[config.mk]
export PLATFORM = sky130hd
export DESIGN_NAME = mult_div_ctrl_flat
export DESIGN_NICKNAME = d
export VERILOG_FILES = /design/src/rtl/mult_div_ctrl_if.sv /design/src/rtl/mult_div_ctrl.sv /design/src/flat_wrapper.sv
export SDC_FILE = /design/constraint.sdc
export NUM_CORES = 1
export LEC_CHECK = 0
export CELL_PAD_IN_SITES_DETAIL_PLACEMENT = 0
export CELL_PAD_IN_SITES_GLOBAL_PLACEMENT = 1
export CORE_UTILIZATION = 40
export CTS_BUF_LIST = sky130_fd_sc_hd__clkbuf_8
export DETAILED_ROUTE_END_ITERATION = 12
export GPL_TIMING_DRIVEN = 0
export HOLD_SLACK_MARGIN = 0.05
export PLACE_DENSITY_LB_ADDON = 0.1
export REMOVE_ABC_BUFFERS = 1
export SYNTH_ARGS = -nofsm -noshare
export SYNTH_HDL_FRONTEND = slang
export SYNTH_SLANG_ARGS = --single-unit
[constraint.sdc]
create_clock -name clock -period 4.9 [get_ports clock]
set_input_delay 0.98 -clock clock [delete_from_list [all_inputs] [get_ports clock]]
set_output_delay 0.98 -clock clock [all_outputs]
set_load 0.005 [all_outputs]
[src/rtl/mult_div_ctrl_if.sv]
// mult_div_ctrl_if: request / result bundle for mult_div_ctrl.
// master issues Start/Op/A/B, slave returns status and Hi/Lo.
interface mult_div_ctrl_if #(
    parameter int WIDTH = 32
);
    logic             Start;
    logic [1:0]       Op;
    logic [WIDTH-1:0] A;
    logic [WIDTH-1:0] B;
    logic             Busy;
    logic             Done;
    logic [WIDTH-1:0] Hi;
    logic [WIDTH-1:0] Lo;
    logic             DivZero;
    logic [2:0]       stateout;

    modport master (
        output Start, Op, A, B,
        input  Busy, Done, Hi, Lo, DivZero, stateout
    );

    modport slave (
        input  Start, Op, A, B,
        output Busy, Done, Hi, Lo, DivZero, stateout
    );
endinterface

[src/rtl/mult_div_ctrl.sv]
// mult_div_ctrl: iterative signed 32x32 multiply / 32/32 divide.
// Define MULT_DIV_DIVZERO_EN to short-circuit divide-by-zero to DONE.
module mult_div_ctrl #(
    parameter int WIDTH = 32
) (
    input logic            clock,
    input logic            reset,
    mult_div_ctrl_if.slave bus
);
    typedef enum logic [2:0] {
        IDLE = 3'd0,
        MULT = 3'd1,
        DIV  = 3'd2,
        FIX  = 3'd3,
        DONE = 3'd4
    } state_t;

    state_t             state;
    state_t             state_nx;
    logic [WIDTH-1:0]   mag_a;
    logic [WIDTH-1:0]   mag_b;
    logic [WIDTH-1:0]   abs_a;
    logic [WIDTH-1:0]   abs_b;
    logic [WIDTH-1:0]   hi;
    logic [WIDTH-1:0]   lo;
    logic [WIDTH-1:0]   fix_hi;
    logic [WIDTH-1:0]   fix_lo;
    logic               sign_a;
    logic               sign_b;
    logic [1:0]         op;
    logic [5:0]         cnt;
    logic [2*WIDTH-1:0] acc;
    logic [2*WIDTH-1:0] prod;
    logic [WIDTH:0]     mul_sum;
    logic [WIDTH:0]     div_sh;
    logic [WIDTH:0]     div_diff;
    logic               div_ok;
    logic               accept;
    logic               zero_div;
    logic               last;
`ifdef MULT_DIV_DIVZERO_EN
    logic               dz;
`endif

    // 0x80000000 negates to itself, which reads correctly as 2^31
    assign abs_a = bus.A[WIDTH-1] ? -bus.A : bus.A;
    assign abs_b = bus.B[WIDTH-1] ? -bus.B : bus.B;

    assign accept = (state == IDLE) && bus.Start && !bus.Op[1];

`ifdef MULT_DIV_DIVZERO_EN
    assign zero_div = accept && bus.Op[0] && (bus.B == '0);
`else
    assign zero_div = 1'b0;
`endif

    assign last = (cnt == 6'(WIDTH - 1));

    // acc = {partial product, remaining multiplier bits}
    assign mul_sum = {1'b0, acc[2*WIDTH-1:WIDTH]}
                   + (acc[0] ? {1'b0, mag_a} : '0);

    // acc = {partial remainder, dividend bits / quotient bits}
    assign div_sh   = {acc[2*WIDTH-1:WIDTH], acc[WIDTH-1]};
    assign div_diff = div_sh - {1'b0, mag_b};
    assign div_ok   = !div_diff[WIDTH];

    assign prod = (sign_a ^ sign_b) ? -acc : acc;

    // Fold operand signs back into the unsigned result
    always_comb begin
        fix_hi = prod[2*WIDTH-1:WIDTH];
        fix_lo = prod[WIDTH-1:0];
        if (op[0]) begin
            fix_lo = (sign_a ^ sign_b) ? -acc[WIDTH-1:0]
                                       : acc[WIDTH-1:0];
            fix_hi = sign_a ? -acc[2*WIDTH-1:WIDTH]
                            : acc[2*WIDTH-1:WIDTH];
        end
    end

    // State register
    always_ff @(posedge clock) begin
        if (!reset) state <= IDLE;
        else        state <= state_nx;
    end

    // Next-state and status outputs
    always_comb begin
        state_nx     = state;
        bus.Busy     = (state != IDLE);
        bus.Done     = (state == DONE);
        bus.stateout = state;
`ifdef MULT_DIV_DIVZERO_EN
        bus.DivZero  = (state == DONE) && dz;
`else
        bus.DivZero  = 1'b0;
`endif
        unique case (state)
            IDLE: begin
                if (zero_div)            state_nx = DONE;
                else if (accept && !bus.Op[0]) state_nx = MULT;
                else if (accept)         state_nx = DIV;
            end
            MULT:    if (last) state_nx = FIX;
            DIV:     if (last) state_nx = FIX;
            FIX:     state_nx = DONE;
            DONE:    state_nx = IDLE;
            default: state_nx = IDLE;
        endcase
    end

    // Operand latch, iteration datapath and result registers
    always_ff @(posedge clock) begin
        if (!reset) begin
            mag_a  <= '0;
            mag_b  <= '0;
            sign_a <= 1'b0;
            sign_b <= 1'b0;
            op     <= 2'b00;
            cnt    <= 6'd0;
            acc    <= '0;
            hi     <= '0;
            lo     <= '0;
`ifdef MULT_DIV_DIVZERO_EN
            dz     <= 1'b0;
`endif
        end else begin
            unique case (state)
                IDLE: begin
                    if (accept) begin
                        mag_a  <= abs_a;
                        mag_b  <= abs_b;
                        sign_a <= bus.A[WIDTH-1];
                        sign_b <= bus.B[WIDTH-1];
                        op     <= bus.Op;
                        cnt    <= 6'd0;
                        acc    <= bus.Op[0] ? {{WIDTH{1'b0}}, abs_a}
                                            : {{WIDTH{1'b0}}, abs_b};
`ifdef MULT_DIV_DIVZERO_EN
                        dz     <= zero_div;
`endif
                    end
                end
                MULT: begin
                    acc <= {mul_sum, acc[WIDTH-1:1]};
                    cnt <= cnt + 6'd1;
                end
                DIV: begin
                    acc <= {div_ok ? div_diff[WIDTH-1:0]
                                   : div_sh[WIDTH-1:0],
                            acc[WIDTH-2:0], div_ok};
                    cnt <= cnt + 6'd1;
                end
                FIX: begin
                    hi <= fix_hi;
                    lo <= fix_lo;
                end
                default: ;
            endcase
        end
    end

    assign bus.Hi = hi;
    assign bus.Lo = lo;
endmodule
[src/flat_wrapper.sv]
// flat-port wrapper written by rule: the top's interface ports become plain ports
module mult_div_ctrl_flat 
#(
    parameter int WIDTH = 32
)
  (clock, reset, bus_Start, bus_Op, bus_A, bus_B, bus_Busy, bus_Done, bus_Hi, bus_Lo, bus_DivZero, bus_stateout);
  mult_div_ctrl_if #(.WIDTH(WIDTH)) bus_i ();
  input logic clock;
  input logic reset;
  input wire logic [$bits(bus_i.Start)-1:0] bus_Start;
  input wire logic [$bits(bus_i.Op)-1:0] bus_Op;
  input wire logic [$bits(bus_i.A)-1:0] bus_A;
  input wire logic [$bits(bus_i.B)-1:0] bus_B;
  output wire logic [$bits(bus_i.Busy)-1:0] bus_Busy;
  output wire logic [$bits(bus_i.Done)-1:0] bus_Done;
  output wire logic [$bits(bus_i.Hi)-1:0] bus_Hi;
  output wire logic [$bits(bus_i.Lo)-1:0] bus_Lo;
  output wire logic [$bits(bus_i.DivZero)-1:0] bus_DivZero;
  output wire logic [$bits(bus_i.stateout)-1:0] bus_stateout;
  assign bus_i.Start = bus_Start;
  assign bus_i.Op = bus_Op;
  assign bus_i.A = bus_A;
  assign bus_i.B = bus_B;
  assign bus_Busy = bus_i.Busy;
  assign bus_Done = bus_i.Done;
  assign bus_Hi = bus_i.Hi;
  assign bus_Lo = bus_i.Lo;
  assign bus_DivZero = bus_i.DivZero;
  assign bus_stateout = bus_i.stateout;
  mult_div_ctrl #(.WIDTH(WIDTH)) u_core (.clock(clock), .reset(reset), .bus(bus_i));
endmodule
# Word level (Yosys, flattened, before mapping)
# Index checks and enable logic that the tools add are counted.
[totals]
ram_bits = 0
register_bits = 204
inputBits = 69
word_cells = 60
rom_bits = 0
latch_bits = 0
n_memories = 0
out_inout_bits = 70
[op_classes]
mul = 0
n_mux = 18
eq_ne = 8
order_cmp = 0
shifts = 0
addsub = 8
n_div = 0
n_reduce_logical = 15
bitwise_logic = 1
[ops]
columns = ["cell", "count"]
rows = [
  ["2-to-1 mux 32 bit", 9],
  ["case mux 64 bit (3 select lines)", 1],
  ["2-to-1 mux 64 bit", 2],
  ["negator 32 bit", 4],
  ["negator 64 bit", 1],
  ["adder 32 x 33 -> 33 bit", 1],
  ["subtractor 33 x 32 -> 33 bit", 1],
  ["case mux 6 bit (2 select lines)", 1],
  ["2-to-1 mux 3 bit", 3],
  ["case mux 3 bit (3 select lines)", 1],
  ["AND reduction 2 bit", 4],
  ["adder 6 x 1 -> 6 bit (second input constant)", 1],
  ["equality test 3 x 2 -> 1 bit (second input constant)", 2],
  ["equality test 6 x 5 -> 1 bit (second input constant)", 1],
  ["2-to-1 mux 6 bit", 1],
  ["nonzero test 3 bit", 2],
  ["inequality test 2 x 1 -> 1 bit (second input constant)", 2],
  ["equality test 3 x 1 -> 1 bit (second input constant)", 1],
  ["equality test 3 bit (second input constant)", 1],
  ["logical AND 1 bit", 3],
  ["zero test 1 bit", 3],
  ["zero test 3 bit", 1],
  ["inequality test 3 x 2 -> 1 bit (second input constant)", 1],
  ["nonzero test 2 bit", 1],
  ["other kinds (2)", 2],
]

# Logic depth before layout (Yosys ltp)
# Gate-level depths: netlist of run 1.
[depth]
ltp_word = 6
mapped_depth = 15
depth_no_buf = 14

# Worst setup path before layout of run 1
# OpenSTA, ideal clock, no wires.
[synth_path]
path_type = "input to register"
start = "input bus_A[9]"
end = "register u_core.acc[24]"
arrival_ps = 3598
stages = 11
required_ps = 4778
setup_time_ps = 122
n_path_buf = 1
setup_slack_ps = 1181
cell_sequence = "or4_1 -> or3_1 -> or4_1 -> clkbuf_1 -> o41ai_4 -> nand2_1 -> xor2_1 -> mux2i_1 -> a21oi_1 -> a221oi_1 -> nor2_1"
[synth_via]
elab_chain_len = 5
[synth_rtl]
columns = ["item", "line_no", "rtl"]
rows = [
  ["start: declaration", "flat_wrapper.sv:12", "input wire logic [$bits(bus_i.A)-1:0] bus_A;"],
  ["negator 32 bit", "mult_div_ctrl.sv:46", "assign abs_a = bus.A[WIDTH-1] ? -bus.A : bus.A;"],
  ["2-to-1 mux 32 bit", "mult_div_ctrl.sv:46", ""],
  ["2-to-1 mux 32 bit", "mult_div_ctrl.sv:138", "acc <= bus.Op[0] ? {{WIDTH{1'b0}}, abs_a}"],
  ["2-to-1 mux 64 bit", "mult_div_ctrl.sv:131", "if (accept) begin"],
  ["case mux 64 bit (3 select lines)", "mult_div_ctrl.sv:129", "unique case (state)"],
  ["end signal: assignment", "mult_div_ctrl.sv:138", ""],
  ["end signal: assignment", "mult_div_ctrl.sv:146", "acc <= {mul_sum, acc[WIDTH-1:1]};"],
  ["end signal: assignment", "mult_div_ctrl.sv:150", "acc <= {div_ok ? div_diff[WIDTH-1:0]"],
  ["end: declaration", "mult_div_ctrl.sv:32", "logic [2*WIDTH-1:0] acc;"],
]
# No other way between the ends. The select of a mux whose other input is x is not followed.
# A chain may end at the register's enable or synchronous reset.

# Worst setup path in the final report of run 1
[layout_path]
start = "register u_core.acc[31]"
end = "register u_core.acc[38]"
[layout_via]
elab_chain_len = 3
[layout_rtl]
columns = ["item", "line_no", "rtl"]
rows = [
  ["subtractor 33 x 32 -> 33 bit", "mult_div_ctrl.sv:65", "assign div_diff = div_sh - {1'b0, mag_b};"],
  ["2-to-1 mux 32 bit", "mult_div_ctrl.sv:150", ""],
  ["case mux 64 bit (3 select lines)", "mult_div_ctrl.sv:129", ""],
]
# No other way between the ends.

==> qor.yml, run 1 <==
netlist.area_leader.share_pct: 27.7
start_util_pct: 41.0
die_h_um: 194
path_clk_slew_ns: 0.06
fin_skew_ns: 0.0377
cpPeakStageDelay_ns: 0.61
ys_types: 77
antenna_found_initial: 1
period_minus_slack_ns: 4.17
synth_top_area_cell: "dfxtp_1"
synthFlopType: "dfxtp_1"
dp_hpwl_mm: 37.3
p_per_area_mw_per_mm2: 691
critPathArrivalTime_ns: 4.65
slew_violations: 0
setup_slack_ns: 0.733
wl_per_cell_um: 20.2
grt_pass1_vias: 13700
ctsResizeCount: 0
cp_top_family: "compound AO/OA/AOI/OAI gates"
pre_cts_ws_ns: 0.316
path_max_fanout: 17
htreeDepth: 2
root_buffer: "clkbuf_8"
startpoint_type: "flop"
path_cells: "inv_1 -> ha_1 -> inv_1 -> fa_1 -> a211oi_1 -> nor2_1 -> o211ai_1 -> nand3_1 -> o21ai_0 -> o211ai_1 -> xnor2_2 -> buf_6 -> nor3_1 -> a311oi_1 -> a21oi_1"
ant_nets: 0
power_uw: 12000
drt_wl_total_mm: 50.0
avgSynthCellArea_um2: 7.66
synth_edf_count: 0
grt_pass1_wl_mm: 77.8
hold_viol: 0
fmaxAchievable_mhz: 240
grt_start_max_net_pins: 95
io_buffers: 137
crit_type: "flop to flop"
status: "finished, final reports clean"
crit_required_ns: 5.38
drcViolationCount: 0
synthArstFlopShare_pct: 0
drive_above_1_share_pct: 5.78
clk_latency_ns: 0.62
slew_headroom_pct: 5.08
core_area_mm2: 0.0359
grt_overflow: 0
min_period_over_period_pct: 85.0
area_growth_pct: 17.9
holdWs_ns: 0.455
cts_tree: "done"
synth_commonest_cells: "dfxtp_1 (204), nor2_1 (190), a21oi_1 (167)"
critPathCaptureType: "flop"
hold_class: "flop to flop"
synth_area_leaders: "dfxtp_1 (28%), ha_1 (5.9%), a21oi_1 (5.7%)"
final_cells: 2469
die_w_um: 194
slowest_stage: "xnor2_2"
setup_viol: 0
p_leak_uw: 0.00647
placementRows: 69
n_fill_cell: 3632
drt_iter0_markers: 876
syn_area_mm2: 0.0147
synth_seq_cells: 204
multi_input_area_mm2: 0.00994
max-vdd-ir-drop_uv: 483
place.gp.congestion: 0.883
via_count: 14500
synth_most_common_cell: "dfxtp_1"
drv_cap: 0
dp.cells: 2398
syn_inst: 1921
rsz0062_at_grt: "no"
worst-path-buf-inv: 3
nets: 2119
postCtsHoldBufs: 0
grt_use_total_pct: 26.2
ios: 139
seq_area_frac_synth_pct: 27.7
worst_pin_slew_ns: 1.42
ys_warn_count: 0
dieArea_mm2: 0.0376
regArea_mm2: 0.00409
tns_ns: 0
via_per_inst: 5.87
cts_buffers: 40
clock_path_buffers: 3
cts_setup_buffers: 0
cts.sinks: 204
drt-pass1-iter-count: 5
kinds of logic after synthesis:
kind of cell | Yosys count | synth area share, %
DFF | 204 | 27.7
buffers and inverters | 204 | 5.29
and+or+nand+nor | 566 | 19.0
other | 1 | 0.0255
AOI/OAI and AO/OA | 679 | 29.9
adders and majority gates | 71 | 6.14
muxes | 28 | 1.93
xor gates and xnor gates | 168 | 9.99
worst min-delay path, delay by kind of cell, from the launching register on:
family | cells | cell delay [ns]
flip-flops | 1 | 0.31
AND/OR/NAND/NOR | 1 | 0.05
AO/OA/AOI/OAI | 1 | 0.05
state kept, by name, summed over array words and instances (netlist names):
register / cells
u_core.mag_b: 32
u_core.cnt: 6
u_core.bus.Lo: 32
u_core.sign_b: 1
u_core.op: 1
u_core.bus.Hi: 32
u_core.acc: 64
u_core.bus.stateout: 3
u_core.mag_a: 32
u_core.sign_a: 1
power by group:
part	internal (uW)	total [uW]	switching (uW)	leakage, uW
Clock	1010	1830	820	0.000462
Sequential	2070	2780	706	0.00167
Combinational	2980	7380	4400	0.00435
Total	6060	12000	5930	0.00647
path summary, 6_finish.rpt:
check / from / to / slack, ns / cells after the start
worst max-delay path: u_core.acc[31] / u_core.acc[38] / 0.73 / 15
worst min-delay path: u_core.mag_a[31] / u_core.mag_a[31] / 0.45 / 2
worst max register to register: u_core.acc[31] / u_core.acc[38] / 0.73 / 15
worst min register to register: u_core.mag_a[31] / u_core.mag_a[31] / 0.45 / 2
metrics by stage:
step                      util (%)  area [um2]
after floorplan                  -       14200
after global placement        45.0       16100
after detailed placement      46.0       16500
after CTS                     48.3       17400
after global routing          48.3       17400
final                         48.3       17400
placed cells by master, fill, tap and decap left out, drive strengths merged, types with 69 or more instances in the layout:
cell and instances:
xor2 78, a211oi 104, clkdlybuf4s50 135, nand2 127, o21ai 158, xnor2 90, ha 69, dfxtp 204
nor2 190, a21oi 167, inv 80
routing by layer:
metal	global-route usage [%]	part of all wire, %	up-vias	wire length (um)
met5	0	0	-	0
met4	10.4	3.5	0	1730
met3	3.53	4.7	81	2330
met2	42.7	46	380	22900
met1	34.9	46	6855	23000
li1	-	-	7173	-
final cells by class:
cell class	count	share of cell area (%)
well taps	461	3.32
clock inverters	21	0.843
clock buffers	49	3.89
inverters	67	1.48
flip-flops and latches	204	23.5
repair buffers	153	9.67
multi-input cells	1513	57.3
diodes	1	0.0144
Power figures use the tool's default switching activity.
==> inputs of run 2 (changes only) <==
--- a/config.mk
+++ b/config.mk
@@ -5,8 +5,10 @@
 export SDC_FILE = /design/constraint.sdc
 export NUM_CORES = 1
 export LEC_CHECK = 0
+export ABC_CLOCK_PERIOD_IN_PS = 4900
 export CELL_PAD_IN_SITES_DETAIL_PLACEMENT = 0
 export CELL_PAD_IN_SITES_GLOBAL_PLACEMENT = 1
+export CORE_ASPECT_RATIO = 0.6
 export CORE_UTILIZATION = 40
 export CTS_BUF_LIST = sky130_fd_sc_hd__clkbuf_8
 export DETAILED_ROUTE_END_ITERATION = 12
==> run 2 against run 1 <==
Routed wire length is 4.5% higher. Clock power is 8% lower. Critical path depth is 3 lower. Clock skew is 0.0046 ns lower. Non-clock buffer count is 1 lower. Die area hardly changed. Global-route usage is 1.3 points higher. Final area is 0.55% lower. Combinational power is 2.8% higher.
==> qor.yml, run 2 (same netlist as run 1, synthesis figures left out) <==
antenna_found_initial: 0  # -1
clock_path_buffers: 3  # unchanged
final_cell_mix: "dfxtp_1 (203), nor2_1 (185), a21oi_1 (167), o21ai_0 (146), clkdlybuf4s50_1 (135)"
rr_startpoint: "u_core.acc[0]"
postCtsHoldBufs: 0  # unchanged
hold_class: "flop to flop"
max-vdd-ir-drop_uv: 387  # -20%
placed_area_mm2: 0.0165  # about the same
fmaxAchievable_mhz: 224  # -6.6%
drive_above_1_share_pct: 5.31  # -0.47 points
drcViolationCount: 0  # unchanged
drt_wl_total_mm: 52.2  # +4.5%
crit_type: "flop to flop"
critPathArrivalTime_ns: 4.87  # +0.22 ns
drt_iter0_markers: 1281  # +46%
grt_use_total_pct: 27.5  # +1.3 points
cts_tree: "done"
fin_area_mm2: 0.0173  # -0.55%
area_growth_pct: 17.2
n_fill_cell: 3580  # -1.4%
hp-start: "u_core.mag_a[22]"
io_buffers: 137  # unchanged
wl_per_cell_um: 21.1  # +4.4%
place.gp.congestion: 0.929  # +5.2%
start_util_pct: 40.6  # -0.42 points
ctsResizeCount: 0  # unchanged
crit_end: "u_core.acc[62]"
die_w_um: 250  # +29%
drt-pass1-iter-count: 6  # +1
cts_buffers: 36  # -10%
crit_required_ns: 5.31  # -0.07 ns
min_period_over_period_pct: 91.0  # +6.0 points
via_count: 14800  # +2.1%
fin_skew_ns: 0.0331  # -0.00460 ns
path_clk_slew_ns: 0.06  # about the same
dp_hpwl_mm: 39.6  # +6.2%
diodes: 0  # -1
slew_violations: 0  # unchanged
cts_setup_buffers: 0  # unchanged
worst_pin_slew_ns: 1.39  # -0.0331 ns
drv_cap: 0  # unchanged
via_per_inst: 5.99  # +2.0%
p_leak_uw: 0.00642  # -0.90%
critPathCaptureType: "flop"
period_minus_slack_ns: 4.46  # +0.293 ns
largest_reg_flops: 64  # unchanged
placementRows: 54  # -22%
htreeDepth: 2  # unchanged
reg2reg_slack_ns: 0.44  # -0.29 ns
reg2reg_to: "u_core.acc[62]"
ant_nets: 0  # unchanged
setup_viol: 0  # unchanged
clk_latency_ns: 0.58  # -0.04 ns
grt_pass1_wl_mm: 80.2  # +3.0%
cts.sinks: 204  # unchanged
startpoint_type: "flop"
grt_start_max_net_pins: 100  # +5.3%
critPathLaunch: "u_core.acc[0]"
rsz0062_at_grt: "no"
mostFrequentLayoutCell: "dfxtp_1"
grt_overflow: 0  # unchanged
dieArea_mm2: 0.0376  # about the same
ios: 139  # unchanged
path_max_fanout: 35  # +18
p_per_area_mw_per_mm2: 705  # +2.1%
grt_pass1_vias: 13400  # -2.4%
slew_headroom_pct: 7.32  # +2.2 points
regMostFlops: "u_core.acc"
root_buffer: "clkbuf_8"
fin_util_pct: 47.6  # -0.76 points
status: "finished, final reports clean"
r2r_cells: 12  # -3
hold_viol: 0  # unchanged
nets: 2114  # -0.24%
core_area_mm2: 0.0363  # +1.0%
die_h_um: 151  # -22%
-- run 2: cell count changes in the layout (fill, tap and decap cells not counted), sizes merged --
cell | previous run | this run
clkbuf | 49 | 43
clkinvlp | 3 | 0
inv | 80 | 79
diode | 1 | 0
clkinv | 3 | 2
buf | 18 | 17
-- run 2: per-layer routing --
metal | vias up | part of all wire, % | track usage (%)
met5 | - | 0 | 0
met4 | 0 | 1.9 | 6.73
met3 | 71 | 8.2 | 5.71
met2 | 586 | 38 | 38.0
met1 | 6989 | 51 | 42.3
li1 | 7147 | - | -
-- run 2: through the flow --
| stage | hold WS, ns | power, uW | TNS (ns) | setup slack, ns | cells |
|---|---|---|---|---|---|
| global route | 0.478 | 13100 | 0 | 0.167 | 2471 |
| global placement | 0.439 | 9740 | -791.37 | -7.04 | 2397 |
| detailed placement | 0.445 | 10300 | 0 | 0.112 | 2412 |
| CTS | 0.454 | 12100 | 0 | 0.0708 | 2471 |
| finish | 0.453 | 12200 | 0 | 0.441 | 2471 |
| floorplan | 0.422 | 7900 | -76.24 | -1.69 | 1784 |
-- run 2: where the power goes --
| group | switching (uW) | internal (uW) | total, uW |
|---|---|---|---|
| logic | 4590 | 3000 | 7590 |
| registers | 838 | 2070 | 2910 |
| clock network | 780 | 897 | 1680 |
| total | 6200 | 5970 | 12200 |
-- run 2: worst max-delay path: stages, from the launching register on --
cell      delay (ns)
dfxtp_2         0.80
and2_1          0.23
ha_1            0.24
a211oi_1        0.15
o21ai_0         0.40
o21ai_1         0.18
o21ai_1         0.30
a31oi_1         0.30
o32ai_1         0.81
a31oi_1         0.28
o21ai_1         0.27
mux2i_1         0.22
a41oi_1         0.12
-- run 2: final cells by class --
type                       instances  area (um2)  share of cell area [%]
multi-input combinational       1513        9950                    57.6
sequential                       204        4090                    23.7
timing repair buffer             152        1670                    9.65
tap                              476         596                    3.45
clock buffer                      43         592                    3.43
inverter                          67         256                    1.49
clock inverter                    16         120                   0.696
-- run 2: worst min path at each step --
| stage | cells past startpoint | slack, ns | endpoint |
|---|---|---|---|
| 6_report | 2 | 0.45 | u_core.mag_a[22] |
| 5_1_grt | 2 | 0.48 | u_core.bus.Hi[17] |
| 4_1_cts | 2 | 0.45 | u_core.mag_a[22] |
| 3_5_place_dp | 2 | 0.45 | u_core.mag_a[22] |
| 3_3_place_gp | 1 | 0.44 | u_core.cnt[5] |
| 2_1_floorplan | 1 | 0.42 | u_core.cnt[5] |
==> inputs of run 3 (changes only) <==
--- a/config.mk
+++ b/config.mk
@@ -6,6 +6,7 @@
 export NUM_CORES = 1
 export LEC_CHECK = 0
 export ABC_CLOCK_PERIOD_IN_PS = 4900
+export CAP_MARGIN = 25
 export CELL_PAD_IN_SITES_DETAIL_PLACEMENT = 0
 export CELL_PAD_IN_SITES_GLOBAL_PLACEMENT = 1
 export CORE_ASPECT_RATIO = 0.6
==> run 3 against run 2 <==
The flow now finishes with violations (DRC). Register-to-register slack gained 0.02 ns. Sequential power about the same. First-iteration DRC count grew 2.8%. Power up 0.77%. Worst setup slack better by 0.016 ns.
==> qor.yml, run 3 (same netlist as run 1, synthesis figures left out) <==
period_minus_slack_ns: 4.44  # -0.0157 ns
placed_area_mm2: 0.0166  # +0.59%
placementRows: 54  # unchanged
reg2reg_to: "u_core.acc[62]"
final_cell_mix: "dfxtp_1 (204), nor2_1 (185), a21oi_1 (167), o21ai_0 (146), clkdlybuf4s50_1 (135)"
grt.busiest_layer: "met1"
hold_class: "flop to flop"
cpPeakStageDelay_ns: 0.81  # about the same
critPathLaunch: "u_core.acc[0]"
p_leak_uw: 0.00650  # +1.3%
regMostFlops: "u_core.acc"
nets: 2120  # +0.28%
postCtsHoldBufs: 0  # unchanged
setup_viol: 0  # unchanged
critPathArrivalTime_ns: 4.86  # about the same
setup_slack_ns: 0.456  # +0.0157 ns
largest_reg_flops: 64  # unchanged
clock_path_buffers: 3  # unchanged
r2r_cells: 13  # +1
mostFrequentLayoutCell: "dfxtp_1"
root_buffer: "clkbuf_8"
slew_headroom_pct: 27.0  # +20 points
path_clk_slew_ns: 0.06  # about the same
drt_wl_total_mm: 52.0  # -0.39%
die_h_um: 151  # unchanged
reg2reg_slack_ns: 0.46  # +0.02 ns
dp_hpwl_mm: 40.2  # +1.3%
htreeDepth: 2  # unchanged
wl_per_cell_um: 21.0  # -0.84%
fmaxAchievable_mhz: 225  # +0.35%
p_per_area_mw_per_mm2: 705  # about the same
hold_viol: 0  # unchanged
start_util_pct: 40.6  # unchanged
grt_pass1_wl_mm: 79.6  # -0.72%
io_buffers: 137  # unchanged
via_count: 14600  # -1.1%
grt_use_met1_pct: 41.2  # -1.2 points
cts_setup_buffers: 0  # unchanged
crit_required_ns: 5.31  # about the same
met3_usage_pct: 7.85  # +2.1 points
grt_overflow: 0  # unchanged
drcViolationCount: 1  # +1
diodes: 0  # unchanged
cp.depth: 13  # +1
crit_type: "flop to flop"
ctsResizeCount: 0  # unchanged
worst_path_most_repeated_cell: "o21ai_1"
tns_ns: 0  # unchanged
ant_nets: 0  # unchanged
cts_buffers: 36  # unchanged
fin_area_mm2: 0.0174  # +0.83%
grt_use_total_pct: 27.4  # -0.099 points
cts.sinks: 204  # unchanged
startpoint_type: "flop"
min_period_over_period_pct: 90.7  # -0.32 points
pre_cts_ws_ns: 0.186  # +0.0744 ns
grt_pass1_vias: 13400  # -0.067%
cp_top_family: "compound AO/OA/AOI/OAI gates"
die_w_um: 250  # unchanged
status: "complete, but fails checks"
place.gp.congestion: 0.929  # unchanged
path_cells: "buf_16 -> and2_1 -> ha_1 -> o211ai_1 -> o21ai_0 -> o21ai_1 -> o21ai_1 -> a31oi_1 -> o32ai_1 -> a31oi_1 -> o21ai_1 -> mux2i_1 -> a41oi_1"
slowest_stage: "o32ai_1"
core_area_mm2: 0.0363  # unchanged
critPathCaptureType: "flop"
drt_iter0_markers: 1317  # +2.8%
drt-pass1-iter-count: 9  # +3
grt_util_met2_pct: 37.5  # -0.53 points
slew_violations: 0  # unchanged
max-vdd-ir-drop_uv: 409  # +5.8%
worst_pin_slew_ns: 1.09  # -0.300 ns
clk_latency_ns: 0.57  # about the same
rr_startpoint: "u_core.acc[0]"
rsz0062_at_grt: "no"
path_max_fanout: 29  # -17%
dieArea_mm2: 0.0376  # unchanged
area_growth_pct: 18.2
antenna_found_initial: 0  # unchanged
grt_start_max_net_pins: 100  # unchanged
drv_cap: 0  # unchanged
fin_skew_ns: 0.0283  # -0.00489 ns
worst-path-buf-inv: 1  # +1
crit_end: "u_core.acc[62]"
via_per_inst: 5.90  # -1.5%
ios: 139  # unchanged
cts_tree: "done"
drive_above_1_share_pct: 5.68  # +0.37 points
violations: "DRC"
-- run 3: cell types whose count changed in the layout (fill, tap and decap cells not counted), sizes merged --
cell,change
clkinv,+3
inv,+1
buf,+6
bufinv,+1
-- run 3: how the worst min path moves through the flow --
stage	from	endpoint	slack [ns]	cells past startpoint
final	u_core.mag_a[22]	u_core.mag_a[22]	0.45	2
after global routing	u_core.mag_a[31]	u_core.mag_a[31]	0.48	2
after CTS	u_core.mag_a[22]	u_core.mag_a[22]	0.45	2
after detailed placement	u_core.mag_a[22]	u_core.mag_a[22]	0.45	2
after global placement	u_core.cnt[5]	u_core.cnt[5]	0.44	1
after floorplan	u_core.cnt[5]	u_core.cnt[5]	0.42	1
-- run 3: final cells by class --
type,instances,area [um2]
Inverter,67,256
Multi-Input combinational cell,1513,9940
Clock inverter,21,164
Sequential cell,204,4080
Tap cell,476,596
Fill cell,3540,18900
Clock buffer,43,592
Timing Repair Buffer,158,1770
-- run 3: worst reg2reg max path, cell delays in order (launching register included) --
cell      delay [ns]
dfxtp_1         0.47
buf_16          0.25
and2_1          0.16
ha_1            0.34
o211ai_1        0.14
o21ai_0         0.42
o21ai_1         0.21
o21ai_1         0.31
a31oi_1         0.31
o32ai_1         0.81
a31oi_1         0.29
o21ai_1         0.27
mux2i_1         0.22
a41oi_1         0.12
-- run 3: per-layer routing --
metal	share of wire, %	vias to the layer above
met1	51	6849
met3	9.3	63
li1	-	7185
met5	0	-
met2	38	537
met4	1.9	0
-- run 3: where the power goes --
part / switching, uW / internal (uW) / leakage (uW)
combinational: 4610 / 3020 / 0.00439
clock: 787 / 955 / 0.000440
sequential: 818 / 2070 / 0.00167
-- run 3: through the flow --
| step | power, uW | std cells | util, % | hold slack, ns |
|---|---|---|---|---|
| 3_3_place_gp | 9740 | 2397 | 44.5 | 0.439 |
| 5_1_grt | 13200 | 2482 | 48.0 | 0.482 |
| 2_1_floorplan | 7900 | 1784 | - | 0.422 |
| 3_5_place_dp | 10400 | 2417 | 45.9 | 0.445 |
| 4_1_cts | 12200 | 2481 | 48.0 | 0.454 |
| 6_report | 12300 | 2482 | 48.0 | 0.454 |
